**src/rtl/adder_pipe.sv**
```systemverilog
// adder_pipe: pipelined unsigned adder/subtractor with valid/ready handshaking.
// The WIDTH-bit add is split into STAGES slices of WIDTH/STAGES bits. Each
// stage adds one slice and passes its carry to the next stage. The whole
// pipeline freezes while the output holds an unconsumed result.
//
// Ports:
//   clk        clock, rising-edge active
//   rst        asynchronous active-high reset
//   in_valid   operand beat present
//   in_ready   block can accept a beat this cycle (combinational)
//   in_a       operand A, unsigned
//   in_b       operand B, unsigned
//   in_sub     0: A+B, 1: A-B
//   out_valid  result beat present
//   out_ready  consumer accepts the result this cycle
//   out_data   WIDTH+1 bit result (two's complement for subtract)
//   out_sub    in_sub of the beat on the output
module adder_pipe #(
   parameter int unsigned WIDTH  = 16,
   parameter int unsigned STAGES = 4
) (
   input  logic             clk,
   input  logic             rst,
   input  logic             in_valid,
   output logic             in_ready,
   input  logic [WIDTH-1:0] in_a,
   input  logic [WIDTH-1:0] in_b,
   input  logic             in_sub,
   output logic             out_valid,
   input  logic             out_ready,
   output logic [WIDTH:0]   out_data,
   output logic             out_sub
);

   localparam int unsigned C = WIDTH / STAGES;

   generate
      if ((WIDTH < 2) || ((WIDTH % STAGES) != 0)) begin : g_param_check
         $error("adder_pipe: WIDTH must be >= 2 and divisible by STAGES");
      end
   endgenerate

   // Per-stage registers. Operands travel whole; stage k only consumes slice k.
   logic             r_valid [STAGES];
   logic             r_sub   [STAGES];
   logic             r_carry [STAGES];
   logic [WIDTH-1:0] r_a     [STAGES];
   logic [WIDTH-1:0] r_b     [STAGES];
   logic [WIDTH-1:0] r_res   [STAGES];
   logic             r_msb;

   // Combinational view of what enters each stage.
   logic             w_valid_in [STAGES];
   logic             w_sub_in   [STAGES];
   logic             w_cin      [STAGES];
   logic [WIDTH-1:0] w_a_in     [STAGES];
   logic [WIDTH-1:0] w_b_in     [STAGES];
   logic [WIDTH-1:0] w_res_in   [STAGES];
   logic [C:0]       w_sum      [STAGES];
   logic [WIDTH-1:0] w_res_nxt  [STAGES];
   logic             w_msb_nxt;
   logic             w_stall;

   assign w_stall   = out_valid & ~out_ready;
   assign in_ready  = ~w_stall;
   assign out_valid = r_valid[STAGES-1];
   assign out_sub   = r_sub[STAGES-1];
   assign out_data  = {r_msb, r_res[STAGES-1]};

   // Stage 0 takes the ports directly; stage k takes the registers of stage k-1.
   // The carry-in of stage 0 is the +1 of the two's-complement subtract.
   always_comb begin : p_stage_inputs
      w_valid_in[0] = in_valid;
      w_sub_in[0]   = in_sub;
      w_cin[0]      = in_sub;
      w_a_in[0]     = in_a;
      w_b_in[0]     = in_b;
      w_res_in[0]   = '0;
      for (int unsigned k = 1; k < STAGES; k++) begin
         w_valid_in[k] = r_valid[k-1];
         w_sub_in[k]   = r_sub[k-1];
         w_cin[k]      = r_carry[k-1];
         w_a_in[k]     = r_a[k-1];
         w_b_in[k]     = r_b[k-1];
         w_res_in[k]   = r_res[k-1];
      end
   end

   // Slice add. B is inverted for subtract. The top bit uses the zero extension
   // bits: 0 + (sub ? 1 : 0) + final carry, taken mod 2.
   always_comb begin : p_slice_add
      for (int unsigned k = 0; k < STAGES; k++) begin
         w_sum[k] = (C+1)'(w_a_in[k][k*C +: C])
                  + (C+1)'(w_b_in[k][k*C +: C] ^ {C{w_sub_in[k]}})
                  + (C+1)'(w_cin[k]);
         w_res_nxt[k]             = w_res_in[k];
         w_res_nxt[k][k*C +: C]   = w_sum[k][C-1:0];
      end
      w_msb_nxt = w_sub_in[STAGES-1] ^ w_sum[STAGES-1][C];
   end

   // Pipeline registers. Valid bits advance on every unstalled edge.
   // Data registers load only with a valid beat, so the output holds across bubbles.
   always_ff @(posedge clk or posedge rst) begin : p_pipe
      if (rst) begin
         for (int unsigned k = 0; k < STAGES; k++) begin
            r_valid[k] <= 1'b0;
            r_sub[k]   <= 1'b0;
            r_carry[k] <= 1'b0;
            r_a[k]     <= '0;
            r_b[k]     <= '0;
            r_res[k]   <= '0;
         end
         r_msb <= 1'b0;
      end else if (!w_stall) begin
         for (int unsigned k = 0; k < STAGES; k++) begin
            r_valid[k] <= w_valid_in[k];
            if (w_valid_in[k]) begin
               r_sub[k]   <= w_sub_in[k];
               r_carry[k] <= w_sum[k][C];
               r_a[k]     <= w_a_in[k];
               r_b[k]     <= w_b_in[k];
               r_res[k]   <= w_res_nxt[k];
            end
         end
         if (w_valid_in[STAGES-1]) begin
            r_msb <= w_msb_nxt;
         end
      end
   end

endmodule

```
**config.mk**
```make
export PLATFORM = sky130hd
export DESIGN_NAME = adder_pipe
export DESIGN_NICKNAME = d
export VERILOG_FILES = /design/src/rtl/adder_pipe.sv
export SDC_FILE = /design/constraint.sdc
export NUM_CORES = 1
export LEC_CHECK = 0
export ABC_CLOCK_PERIOD_IN_PS = 2870
export CORE_ASPECT_RATIO = 2
export CORE_MARGIN = 5
export CORE_UTILIZATION = 30
export CTS_CLUSTER_DIAMETER = 50
export CTS_CLUSTER_SIZE = 20
export DETAILED_ROUTE_END_ITERATION = 16
export SYNTH_ARGS = -nofsm -noshare
export SYNTH_HDL_FRONTEND = slang
export SYNTH_SLANG_ARGS = --single-unit
```
**constraint.sdc**
```tcl
create_clock -name clk -period 2.87 [get_ports clk]
set_input_delay 0.4305 -clock clk [delete_from_list [all_inputs] [get_ports clk]]
set_output_delay 0.4305 -clock clk [all_outputs]
set_load 0.02 [all_outputs]
```
==> results_dict.tcl <==
set metrics [dict create \
    status "finished clean" \
    core_area_um2 16100 \
    synthAdderAreaFrac 0.0595 \
    grt_max_degree 101 \
    cts.path.max_buffers 2 \
    period_needed_ns 2.16 \
    r2r_setup_slack_ns 0.71 \
    synth_compound_area_frac 0.0405 \
    wl_per_cell_um 12.8 \
    synth-edff-count 0 \
    power.internal_uw 4550 \
    reg2reg_to "r_msb" \
    grt_pass1_vias 2512 \
    min_from "r_res[48]" \
    cts_hold_buf 0 \
    fill_cells 1590 \
    peakVddDrop_v 0.000349 \
    tns_ns 0 \
    cts.htree.levels 3 \
    die-area_um2 19100 \
    numCtsBuffers 9 \
    post_cts_buffers 0 \
    die_x_um 100 \
    r2r_start "r_sub[1]" \
    ys_async_sr_fraction 1.00 \
    sw_frac_of_total 0.322 \
    cts_tree "done" \
    synth_fp_nets 385 \
    synth_xor_area_frac 0.0449 \
    numClockSinks 100 \
    use_met1 0.116 \
    drv_cap 0 \
    dr_total_vias 2342 \
    pin_count 57 \
    gr-usage-met3 0.0223 \
    rsz0062_at_grt "false" \
    fp.dieH_um 190 \
    synth_top_area_share 0.513 \
    cp_max_fo 6 \
    rows 66 \
    power.leakage_uw 0.00265 \
    grt_pass1_wl_um 12800 \
    met2_usage 0.124 \
    dpl_cell_area_um2 5420 \
    drt_iter0_markers 69 \
    drt.antenna.violating_nets 0 \
    critical_path_arrival_ns 1.73 \
    cp.required_ns 2.44 \
    cts.repair.resized 0 \
    clkTransAtPathRegs_ns 0.07 \
    nets 423 \
    worstSetupEndpointType "primary output" \
    synthMuxAreaShare 0.234 \
    insertion_delay_ns 0.34 \
    grt.overflow.total 0 \
    route.detailed.drc 0 \
    yosys.area_share.simple 0.0369 \
    mappedNetlistArea_um2 4880 \
    worstHoldPathType "reg -> reg" \
    r2r_cells 7 \
    fin_crit_sh 0.752 \
    worst_pin_slew_ns 0.534 \
    first_pass_iters 3 \
    skew_ns 0.00486 \
    antenna_cells 0 \
    vias_per_cell 4.07 \
    finalPower_uw 6700 \
    yosysSeqAreaShare 0.513 \
    fin_area_um2 5750 \
    grt_busiest_layer "met2" \
    yosysWarnings 0 \
    power_frac_seq 0.366 \
    synth_top_family_by_area "multiplexers" \
    synth_seq_cells 100 \
    hold_viol_final 0 \
    gp_congestion 0.740 \
    synth_ff_type "dfrtp_1" \
    crit_type "in -> out" \
    whs_endpoint "r_res[48]" \
    setup_viol 0 \
    worst_slack_ns 0.711 \
    place_ws_ns 0.569 \
    maxSlewHeadroom 0.644 \
    antenna_found_initial 0 \
    drive_above_1_share 0.282 \
    cts_root_buf "clkbuf_16" \
    wirelength_um 7400 \
    p_switching_uw 2160 \
    ys_types 30 \
    finalMaxSlewViolations 0 \
    p_clk_frac 0.194 \
    syn_area_per_cell_um2 14.8 \
    numPortBuffers 56 \
    synth.largest_area_cell "dfrtp_1" \
    hpwl_um 5180 \
    power_density_nw_per_um2 1170 \
    hold-worst-slack_ns 0.478 \
    start_util 0.303 \
    synthToLayoutAreaGrowth_pct 17.8 \
    grt_usage 0.0843 \
    syn_inst 329 \
    yosys-top-cells-area "dfrtp_1 (51%), mux2_4 (20%), mux2_2 (3.7%)" \
    power.share.combinational 0.440 \
    hold-path-cell-count 2 \
    start_kind "primary input" \
    max_freq_ghz 0.463 \
]
cell usage in the layout (no fill, tap or decap):
cell type	count
clkdlybuf4s50_1	56
clkinv_4	1
a31oi_4	1
o21ai_0	15
o21ai_1	1
clkinvlp_4	3
a21oi_1	6
a21o_1	5
mux2_4	64
xnor2_1	10
nor2_1	2
inv_1	10
clkinv_2	1
bufinv_16	2
nor2b_4	1
inv_8	2
a31oi_1	1
nand2_1	22
buf_12	1
dfrtp_1	100
nand2_8	2
xor2_1	15
a211oi_1	3
nand2b_1	1
fa_1	7
nand2_4	2
ha_1	12
or2b_1	1
clkbuf_16	9
mux2_2	16
stage by stage:
stage / utilization / std cells
floorplan: - / 329
global placement: 0.337 / 560
global route: 0.357 / 576
detailed placement: 0.337 / 560
finish: 0.357 / 576
CTS: 0.357 / 576
layout make-up:
cell class	instances	area [um^2]	share of cell area
Multi-Input combinational cell	187	2030	0.353
Timing Repair Buffer	57	581	0.101
Inverter	12	56.3	0.00980
Sequential cell	100	2500	0.435
Clock inverter	7	100	0.0174
Clock buffer	9	225	0.0392
Tap cell	204	255	0.0444
state kept, by name, summed over array words and instances, names as in the netlist:
| name | flops |
|---|---|
| out_data | 16 |
| out_sub | 1 |
| out_valid | 1 |
| r_a | 24 |
| r_b | 24 |
| r_carry | 3 |
| r_msb | 1 |
| r_res | 24 |
| r_sub | 3 |
| r_valid | 3 |
how the worst max path moves through the flow:
stage                     slack [ns]  cells past startpoint          to      start
final                           0.71                      4    in_ready  out_ready
after global routing            0.54                      7       r_msb   r_sub[1]
after CTS                       0.70                      4    in_ready  out_ready
after detailed placement        0.57                      6  r_carry[3]     in_sub
after global placement          0.59                      6  r_carry[3]     in_sub
after floorplan                 0.85                      8       r_msb   r_sub[1]
cells in the mapped netlist (3+ instances only):
cell type,count
xor2_1,15
mux2_4,64
ha_1,12
o21ai_0,15
buf_4,17
inv_1,11
buf_12,5
nand2_1,22
dfrtp_1,100
a21o_1,5
a21oi_1,6
a211oi_1,3
fa_1,7
xnor2_1,10
mux2_2,16
kinds of logic (layout without fill, tap and decap cells):
family                     after synthesis  count (layout)
AOI/OAI and AO/OA                       32              32
xor gates and xnor gates                25              25
adders and majority gates               19              19
buffers and inverters                   42              85
DFF                                    100             100
muxes                                   80              80
and+or+nand+nor                         31              31
power by group through the flow:
| stage | logic (uW) | clock network [uW] | registers (uW) |
|---|---|---|---|
| 2_1_floorplan | 2700 | 0 | 2350 |
| 4_1_cts | 3020 | 1350 | 2470 |
| 5_1_grt | 3280 | 1400 | 2560 |
| 3_5_place_dp | 3010 | 0 | 2500 |
| 6_report | 2950 | 1300 | 2450 |
| 3_3_place_gp | 2950 | 0 | 2490 |
critical path, stage by stage:
cell and delay [ns]:
clkdlybuf4s50_1 0.50, nor2b_4 0.08, inv_8 0.10, clkdlybuf4s50_1 0.61
metal layers:
layer	part of all wire	wire [um]
met5	0	0
met2	0.46	3380
met1	0.48	3520
met4	0.020	149
met3	0.047	351
Note: power is estimated with default switching activity, not from simulation.
